==> src/rtl/multi_debouncer.sv <==
// Multi-channel key debouncer: per-channel synchroniser, 4-state FSM and tick counters
// producing a debounced level plus press, release and one-shot long-press strobes.
module multi_debouncer #(
  parameter int WIDTH      = 1,
  parameter int DEB_TICKS  = 20,
  parameter int LONG_TICKS = 1000,
  parameter int CNT_BITS   = 10
) (
  input  logic             clk,
  input  logic             reset,
  input  logic             pulse1kHz,
  input  logic [WIDTH-1:0] in,
  output logic [WIDTH-1:0] out,
  output logic [WIDTH-1:0] press,
  output logic [WIDTH-1:0] release_strobe,
  output logic [WIDTH-1:0] long_press
);

  typedef enum logic [1:0] {
    ST_LOW   = 2'd0,
    ST_CHK_H = 2'd1,
    ST_HIGH  = 2'd2,
    ST_CHK_L = 2'd3
  } state_t;

  localparam logic [CNT_BITS-1:0] CNT_ONE   = CNT_BITS'(1);
  localparam logic [CNT_BITS-1:0] DEB_LAST  = CNT_BITS'(DEB_TICKS - 1);
  localparam logic [CNT_BITS-1:0] LONG_MAX  = CNT_BITS'(LONG_TICKS);
  localparam logic [CNT_BITS-1:0] LONG_LAST = CNT_BITS'((LONG_TICKS > 0) ? LONG_TICKS - 1 : 0);
  localparam bit                  LONG_EN   = (LONG_TICKS != 0);

  genvar gi;
  generate
    for (gi = 0; gi < WIDTH; gi++) begin : g_ch
      logic [1:0]          sync_reg;
      logic                in_s;
      state_t              state_reg, state_next;
      logic [CNT_BITS-1:0] dcnt_reg, dcnt_next;
      logic [CNT_BITS-1:0] hcnt_reg, hcnt_next;
      logic                press_reg, press_next;
      logic                rel_reg, rel_next;
      logic                long_reg, long_next;

      assign in_s = sync_reg[1];

      always_ff @(posedge clk or negedge reset) begin
        if (!reset) begin
          sync_reg  <= 2'b00;
          state_reg <= ST_LOW;
          dcnt_reg  <= '0;
          hcnt_reg  <= '0;
          press_reg <= 1'b0;
          rel_reg   <= 1'b0;
          long_reg  <= 1'b0;
        end else begin
          sync_reg  <= {sync_reg[0], in[gi]};
          state_reg <= state_next;
          dcnt_reg  <= dcnt_next;
          hcnt_reg  <= hcnt_next;
          press_reg <= press_next;
          rel_reg   <= rel_next;
          long_reg  <= long_next;
        end
      end

      // A level change on in_s takes priority over a coincident tick.
      always_comb begin
        state_next = state_reg;
        dcnt_next  = dcnt_reg;
        hcnt_next  = hcnt_reg;
        press_next = 1'b0;
        rel_next   = 1'b0;
        long_next  = 1'b0;
        unique case (state_reg)
          ST_LOW: begin
            if (in_s) begin
              state_next = ST_CHK_H;
              dcnt_next  = '0;
            end
          end
          ST_CHK_H: begin
            if (!in_s) begin
              state_next = ST_LOW;
            end else if (pulse1kHz) begin
              if (dcnt_reg == DEB_LAST) begin
                state_next = ST_HIGH;
                hcnt_next  = '0;
                press_next = 1'b1;
              end else begin
                dcnt_next = dcnt_reg + CNT_ONE;
              end
            end
          end
          ST_HIGH: begin
            if (!in_s) begin
              state_next = ST_CHK_L;
              dcnt_next  = '0;
            end else if (pulse1kHz && LONG_EN && (hcnt_reg < LONG_MAX)) begin
              hcnt_next = hcnt_reg + CNT_ONE;
              long_next = (hcnt_reg == LONG_LAST);
            end
          end
          ST_CHK_L: begin
            // hcnt is left alone so a short dropout cannot re-arm long_press.
            if (in_s) begin
              state_next = ST_HIGH;
            end else if (pulse1kHz) begin
              if (dcnt_reg == DEB_LAST) begin
                state_next = ST_LOW;
                rel_next   = 1'b1;
              end else begin
                dcnt_next = dcnt_reg + CNT_ONE;
              end
            end
          end
          default: state_next = ST_LOW;
        endcase
      end

      assign out[gi]            = (state_reg == ST_HIGH) || (state_reg == ST_CHK_L);
      assign press[gi]          = press_reg;
      assign release_strobe[gi] = rel_reg;
      assign long_press[gi]     = long_reg;
    end
  endgenerate

endmodule

==> config.mk <==
export PLATFORM = sky130hd
export DESIGN_NAME = multi_debouncer
export DESIGN_NICKNAME = d
export VERILOG_FILES = /design/src/rtl/multi_debouncer.sv
export SDC_FILE = /design/constraint.sdc
export NUM_CORES = 1
export LEC_CHECK = 0
export ABC_AREA = 1
export BUFFER_PORTS_ARGS = -buffer_cell sky130_fd_sc_hd__buf_2
export CAP_MARGIN = 20
export CORE_ASPECT_RATIO = 0.7
export CORE_UTILIZATION = 60
export DETAILED_ROUTE_END_ITERATION = 8
export PLACE_DENSITY = 0.78
export SYNTH_ARGS = -nofsm -noshare
export SYNTH_HDL_FRONTEND = slang
export SYNTH_SLANG_ARGS = --single-unit
==> constraint.sdc <==
create_clock -name clk -period 2.5 [get_ports clk]
set_input_delay 0.625 -clock clk [delete_from_list [all_inputs] [get_ports clk]]
set_output_delay 0.625 -clock clk [all_outputs]
set_load 0.03 [all_outputs]
# Word level (Yosys, flattened, before mapping)
# Index checks and enable logic that the tools add are counted.
# word_totals
ff_bits	27
latchBits	0
mem_bits_rw	0
rom_bits	0
word_cells	65
memories	0
# classes
addsub	2
n_mul	0
n_div	0
n_lt_le_gt_ge	1
n_eq_ne	17
n_shift	0
mux	31
bitwise_logic	0
n_reduce_logical	7
# op_table
op	count
10-bit two-way mux	11
10-bit case mux with 4 select lines	1
10-bit by 1-bit adder with 10-bit output, second input constant	2
10-bit case mux with 2 select lines	1
2-bit two-way mux	8
2-bit inequality test, second input constant	8
3-bit inequality test, second input constant	4
6-bit AND reduction	2
10-bit equality test, second input constant	1
10-bit by 5-bit equality test with 1-bit output, second input constant	1
10-bit < comparator, second input constant	1
1-bit two-way mux	9
2-bit case mux with 4 select lines	1
2-bit equality test, second input constant	2
4-bit AND reduction	1
2-bit by 1-bit equality test with 1-bit output, second input constant	1
2-bit logical NOT	1
2-bit nonzero test	1
1-bit logical AND	1
1-bit logical OR	1

# Logic depth before layout (Yosys ltp)
# Gate-level depths: netlist (run 1).
# depth
ltp_word	5
depth_mapped	10
ltp_nobuf	9

# Least setup slack after synthesis (run 1)
# OpenSTA, ideal clock, no wires.
# synth_path
path_type	reg-to-output
startpoint	reg with a tool-made name
endpoint	out out
arrival_ns	1.115
t_required_ns	1.875
setup_slack_ns	0.760
stages_incl_launch_ff	2
n_path_buf	1
path_cell_list	dfrtp_1 -> dlygate4sd3_1
# synth_lines
element	line_no	rtl
end, declared	13	output logic [WIDTH-1:0] out,

# Worst setup path in the final report (run 1)
# layout_path
startpoint	reg g_ch[0].state_reg[0]
endpoint	reg g_ch[0].hcnt_reg[7]
# layout_via
elab_chain_cells	3
# layout_lines
element	line_no	rtl
start, declared	37	state_t state_reg, state_next;
start signal, assigned	57	state_reg <= state_next;
2-bit by 1-bit equality test with 1-bit output or 2-bit equality test (tied branches)	74	unique case (state_reg)
2-bit inequality test (no source line) or 2-bit nonzero test (tied branches)	n/a	
6-bit AND reduction (no source line)	n/a	
end signal, assigned	59	hcnt_reg <= hcnt_next;
end, declared	39	logic [CNT_BITS-1:0] hcnt_reg, hcnt_next;
# Several ways; a longest one is shown, not always the timed one.
# A chain may end at the register's enable or synchronous reset.

==> results of run 1 <==
## cell usage after synthesis
| master | n | area [µm²] |
|---|---|---|
| a21oi_2 | 1 | 8.76 |
| nor2_4 | 1 | 11.3 |
| xnor2_1 | 1 | 8.76 |
| dfrtp_1 | 27 | 676 |
| o21ai_2 | 10 | 87.6 |
| nor3_1 | 3 | 15.0 |
| nand4_2 | 1 | 12.5 |
| nand3b_1 | 2 | 15.0 |
| clkinv_4 | 1 | 8.76 |
| nand2_2 | 4 | 25.0 |
| xor2_1 | 4 | 35.0 |
| clkbuf_1 | 2 | 7.51 |
| inv_1 | 22 | 82.6 |
| o211a_1 | 1 | 10.0 |
| nand3_1 | 20 | 100 |
| inv_2 | 1 | 3.75 |
| nor2_1 | 25 | 93.8 |
| dlygate4sd3_1 | 1 | 10.0 |
| buf_6 | 3 | 33.8 |
| nand4_1 | 6 | 37.5 |
| nand2_1 | 75 | 282 |
| o21bai_1 | 3 | 22.5 |
| nand3_2 | 1 | 10.0 |
| ha_1 | 2 | 25.0 |
| o21ai_0 | 1 | 5.00 |
| nand2_4 | 3 | 33.8 |
| or2_2 | 1 | 6.26 |
| nor2_2 | 1 | 6.26 |
## metal layers
layer	up-vias	GRT usage [%]	wire [µm]
li1	715	-	-
met1	635	37.3	1640
met2	31	34.0	1310
met3	5	6.19	158
met4	0	6.09	26
met5	-	0	0
## power breakdown
part	internal, mW	switching (mW)	leakage, nW
sequential	0.454	0.0271	0.361
combinational	0.0290	0.0534	0.503
clock	0.114	0.127	0.0228
total	0.597	0.207	0.887
## metrics by stage
step,hold WS [ns],cell area (µm²),std cells,power (mW)
6_report,0.348,1750,263,0.804
5_1_grt,0.372,1750,263,0.844
4_1_cts,0.357,1750,263,0.819
3_5_place_dp,0.344,1710,259,0.572
3_3_place_gp,0.343,1710,259,0.568
2_1_floorplan,0.329,1670,223,0.551
## cell type report
type	count	area share [%]
Multi-Input combinational cell	166	48.6
Sequential cell	27	38.6
Timing Repair Buffer	8	2.43
Clock buffer	4	2.57
Inverter	24	5.43
Tap cell	34	2.43
## final timing paths
path | startpoint | end | slack (ns)
max in group asynchronous | reset | release_strobe | 1.76
hold reg to reg | g_ch[0].sync_reg[0] | g_ch[0].sync_reg[1] | 0.36
setup / recovery | g_ch[0].state_reg[0] | g_ch[0].hcnt_reg[7] | 0.76
setup reg to reg | g_ch[0].state_reg[0] | g_ch[0].hcnt_reg[7] | 0.76
hold / removal | reset | g_ch[0].hcnt_reg[5] | 0.35
min in group clk | g_ch[0].sync_reg[0] | g_ch[0].sync_reg[1] | 0.36
## kinds of logic after synthesis
group | Yosys count | synth area share, %
and+or+nand+nor | 143 | 38.7
buffers and inverters | 30 | 8.75
AOI/OAI and AO/OA | 16 | 8.00
xor gates and xnor gates | 5 | 2.62
DFF | 27 | 40.4
adders and majority gates | 2 | 1.50
==> impl_metrics.env, run 1 <==
export IMPL_drive_above_1_share_pct=15.7
export IMPL_holdCritPathClass="input port to async pin"
export IMPL_synth_net_count=229
export IMPL_clk_latency_ns=0.27
export IMPL_fmax_mhz=574
export IMPL_ys_types=28
export IMPL_cts_sinks=27
export IMPL_io_buffers=7
export IMPL_cpLargestDelayFamily="simple AND/OR/NAND/NOR gates"
export IMPL_avgRoutedWirePerCell_um=11.9
export IMPL_grt_max_degree=28
export IMPL_diodes=0
export IMPL_final_common_cell="nand2_1"
export IMPL_drt_pass1_iterations=4
export IMPL_leakage_nw=0.887
export IMPL_path_class="register to register"
export IMPL_cp_slowest_cell="dfrtp_1"
export IMPL_first_global_vias=1168
export IMPL_grt_overflow=0
export IMPL_seq_area_frac_synth_pct=40.4
export IMPL_fin_ws_ns=0.757
export IMPL_start_util_pct=65.5
export IMPL_pin_count=8
export IMPL_crit_chain="inv_1, nand2_1, nor2_1, nand2_2, nand2_4, nand2_4, nand2_1, nand2_1"
export IMPL_hold_buffers=0
export IMPL_hold_viol=0
export IMPL_fin_util_pct=68.6
export IMPL_rows=15
export IMPL_finalSetupViolations=0
export IMPL_syn_inst=223
export IMPL_die_x_um=65.1
export IMPL_die_area_um2=3010
export IMPL_post_dp_hpwl_mm=2.40
export IMPL_grtUsageTotal_pct=24.4
export IMPL_slew_headroom_pct=60.4
export IMPL_cp_required_ns=2.67
export IMPL_critPathMostFrequentCell="nand2_1"
export IMPL_finalClockSkew_ns=0.00642
export IMPL_postSynthAreaPerCell_um2=7.50
export IMPL_critPathMaxFanout=11
export IMPL_nets=236
export IMPL_cts_root_buf="clkbuf_8"
export IMPL_rsz0062_at_grt="no"
export IMPL_cts_buffers=3
export IMPL_viasPerCell=5.27
export IMPL_cap_violations=0
export IMPL_dp_slack_ns=0.797
export IMPL_area_delta_synth_final_pct=4.71
export IMPL_rr_worst_depth=8
export IMPL_cts_tree="done"
export IMPL_drc=0
export IMPL_die_y_um=46.2
export IMPL_fin_tns_setup_ns=0
export IMPL_arrival_ns=1.91
export IMPL_status="completed"
export IMPL_clk_path_buf_depth=2
export IMPL_p_per_area_nw_per_um2=459
export IMPL_vias=1386
export IMPL_htree_levels=1
export IMPL_regArea_um2=676
export IMPL_drt_total_wl_mm=3.14
export IMPL_crit_cells=8
export IMPL_ys_ff_latch=27
export IMPL_final_cell_mix="nand2_1 (75), dfrtp_1 (27), nor2_1 (25)"
export IMPL_max_vdd_ir_drop_uv=310
export IMPL_ant_nets=0
export IMPL_clkTransAtPathRegs_ns=0.09
export IMPL_worst_setup_path_start_kind="register"
export IMPL_fillerInstances=227
export IMPL_postCtsSetupRepairBufs=0
export IMPL_maxSlewViolCount=0
export IMPL_ys_warn_count=0
export IMPL_slowest_delay_ns=0.50
export IMPL_syn_area_um2=1670
export IMPL_gp_congestion=0.898
export IMPL_design_core_area_um2=2550
export IMPL_grt_pass1_wl_mm=5.35
export IMPL_cp_end_kind="register"
export IMPL_crit_buf_inv=1
export IMPL_multi_input_area_um2=851
export IMPL_worstMarginPinSlew_ns=0.594
export IMPL_min_period_over_period_pct=69.7
export IMPL_drtIter0Drc=146
export IMPL_period_needed_ns=1.74
export IMPL_post_cts_resized=0
export IMPL_antenna_found_initial=0
Power figures use the tool's default switching activity.
==> run 2, diff against run 1 <==
- ABC_AREA: 1 -> 0
- CORE_UTILIZATION: 60 -> 58
- PLACE_DENSITY: 0.78 -> 0.76
- clock period: 2.5 -> 1.69 ns (I/O delays scaled with it)
==> impl_metrics.env, run 2 <==
export IMPL_nets=173
export IMPL_holdWs_ns=0.0805
export IMPL_rows=14
export IMPL_met1Wirelength_mm=1.54
export IMPL_syn_inst=136
export IMPL_crit_buf_inv=1
export IMPL_yosys_area_top_type="dfrtp_1"
export IMPL_syn_area_um2=1360
export IMPL_fillerInstances=148
export IMPL_diodes=0
export IMPL_critPathMaxFanout=5
export IMPL_synth_top_area_share_pct=49.5
export IMPL_cp_end_kind="register"
export IMPL_post_dp_hpwl_mm=2.23
export IMPL_hold_viol=0
export IMPL_holdCritPathClass="input port to async pin"
export IMPL_leakage_nw=0.769
export IMPL_synth_net_count=142
export IMPL_grtUsageTotal_pct=28.1
export IMPL_wl_met3_um=84
export IMPL_drtIter0Drc=60
export IMPL_ys_warn_count=0
export IMPL_clk_path_buf_depth=2
export IMPL_synth_edff_count=0
export IMPL_final_cell_mix="buf_4 (24), dfrtp_1 (23), nand2_1 (8), nor2_1 (8), a21oi_1 (7)"
export IMPL_grt_max_degree=28
export IMPL_path_class="register to register"
export IMPL_avgRoutedWirePerCell_um=16.1
export IMPL_status="finished, violations left"
export IMPL_yosys_top_cells_count="dfrtp_1 (27), a21oi_1 (9), nand2_1 (9)"
export IMPL_ant_nets=0
export IMPL_grt_pass1_wl_mm=5.18
export IMPL_die_y_um=42.6
export IMPL_post_route_cell_area_um2=1720
export IMPL_synth_most_common_cell="dfrtp_1"
export IMPL_cp_required_ns=1.95
export IMPL_period_needed_ns=1.74
export IMPL_synth_area_leaders="dfrtp_1 (50%), a21oi_1 (3.3%), o21ai_0 (2.6%)"
export IMPL_hold_buffers=0
export IMPL_antenna_found_initial=0
export IMPL_min_period_over_period_pct=103
export IMPL_gp_congestion=0.900
export IMPL_design_core_area_um2=2190
export IMPL_area_delta_synth_final_pct=26.3
export IMPL_slowest_delay_ns=0.54
export IMPL_fin_ws_ns=-0.0460
export IMPL_fin_tns_setup_ns=-0.0972
export IMPL_cpLargestDelayFamily="simple AND/OR/NAND/NOR gates"
export IMPL_first_global_vias=1132
export IMPL_cts_root_buf="clkbuf_4"
export IMPL_ys_types=44
export IMPL_pin_count=8
export IMPL_ys_ff_latch=27
export IMPL_max_vdd_ir_drop_uv=599
export IMPL_arrival_ns=2.00
export IMPL_clk_latency_ns=0.32
export IMPL_drive_above_1_share_pct=33.1
export IMPL_p_per_area_nw_per_um2=634
export IMPL_wl_met2_mm=1.54
export IMPL_postSynthAreaPerCell_um2=10.0
export IMPL_drt_pass1_iterations=4
export IMPL_violations="setup timing"
export IMPL_drt_total_wl_mm=3.19
export IMPL_synth_top_flop_cell="dfrtp_1"
export IMPL_grt_overflow=0
export IMPL_die_x_um=60.0
export IMPL_htree_levels=1
export IMPL_worst_setup_path_start_kind="register"
export IMPL_dp_slack_ns=-0.0341
export IMPL_cp_slowest_cell="or4_4"
export IMPL_viasPerCell=5.85
export IMPL_finalSetupViolations=4
export IMPL_vias=1158
export IMPL_slew_headroom_pct=60.0
export IMPL_placed_cell_area_um2=1580
export IMPL_clkTransAtPathRegs_ns=0.14
export IMPL_cts_sinks=27
export IMPL_cts_tree="done"
export IMPL_maxSlewViolCount=0
export IMPL_r2r_setup_slack_ns=-0.05
export IMPL_io_buffers=7
export IMPL_die_area_um2=2550
export IMPL_drc=0
export IMPL_async_flop_share_pct=100
export IMPL_cts_buffers=3
export IMPL_fmax_mhz=576
export IMPL_finalClockSkew_ns=0.00374
export IMPL_start_util_pct=62.3
export IMPL_seq_area_frac_synth_pct=49.5
export IMPL_final_common_cell="buf_4"
export IMPL_top_layer_used="met4"
export IMPL_worstMarginPinSlew_ns=0.600
export IMPL_rsz0062_at_grt="yes"
export IMPL_cap_violations=0
export IMPL_crit_chain="buf_4, nand3_2, or4_4, or3_1, a21oi_1"
## run 2: kinds of logic after synthesis
kind of cell	count (synthesis)	synth area share, %
XOR/XNOR	6	4.40
adder cells (fa/ha/maj)	2	1.83
buffers and inverters	9	2.94
AO/OA/AOI/OAI	33	15.0
flip-flops	27	49.5
AND/OR/NAND/NOR	57	24.6
multiplexers	2	1.65
## run 2: layout make-up
type / count / area, µm² / area share [%]
Inverter: 4 / 15.0 / 0.871
Multi-Input combinational cell: 100 / 739 / 42.9
Clock buffer: 4 / 26.3 / 1.53
Tap cell: 32 / 40.0 / 2.32
Sequential cell: 27 / 681 / 39.5
Timing Repair Buffer: 31 / 221 / 12.9
## run 2: path summary, 6_finish.rpt
path | startpoint | endpoint | depth (start not counted)
max in group asynchronous | reset | g_ch[0].dcnt_reg[3] | 1
setup / recovery | g_ch[0].dcnt_reg[1] | g_ch[0].dcnt_reg[9] | 5
min in group clk | in | g_ch[0].sync_reg[0] | 1
setup reg to reg | g_ch[0].dcnt_reg[1] | g_ch[0].dcnt_reg[9] | 5
hold reg to reg | g_ch[0].sync_reg[0] | g_ch[0].sync_reg[1] | 0
hold / removal | reset | g_ch[0].hcnt_reg[7] | 1
## run 2: routing by layer
metal	vias up	GRT usage [%]
li1	562	-
met1	575	41.0
met2	17	42.7
met3	4	6.79
met4	0	5.58
met5	-	0
## run 2: power by group
group	leakage (nW)	switching, mW	internal [mW]
Combinational	0.397	0.0697	0.0694
Sequential	0.357	0.0159	0.663
Clock	0.0150	0.183	0.0925
Total	0.769	0.268	0.825
## run 2: stage by stage
| step | cells | power (mW) | util [%] |
|---|---|---|---|
| floorplan | 136 | 0.736 | - |
| finish | 198 | 1.09 | 78.7 |
| global placement | 188 | 0.781 | 72.3 |
| global route | 198 | 1.15 | 78.7 |
| detailed placement | 188 | 0.785 | 72.3 |
| CTS | 196 | 1.07 | 75.7 |
## run 2: timing repair
item                                    in CTS  in global routing
gates resized for setup                      6                 13
buffers inserted                             4                  3
pin swaps                                    4                  6
endpoints found under the setup margin       9                 10
## run 2: worst reg2reg max path, delay by kind of cell (launching register included)
family	cells	cell delay, ns
and+or+nand+nor	3	1.01
DFF	1	0.39
buffers and inverters	1	0.13
AOI/OAI and AO/OA	1	0.15
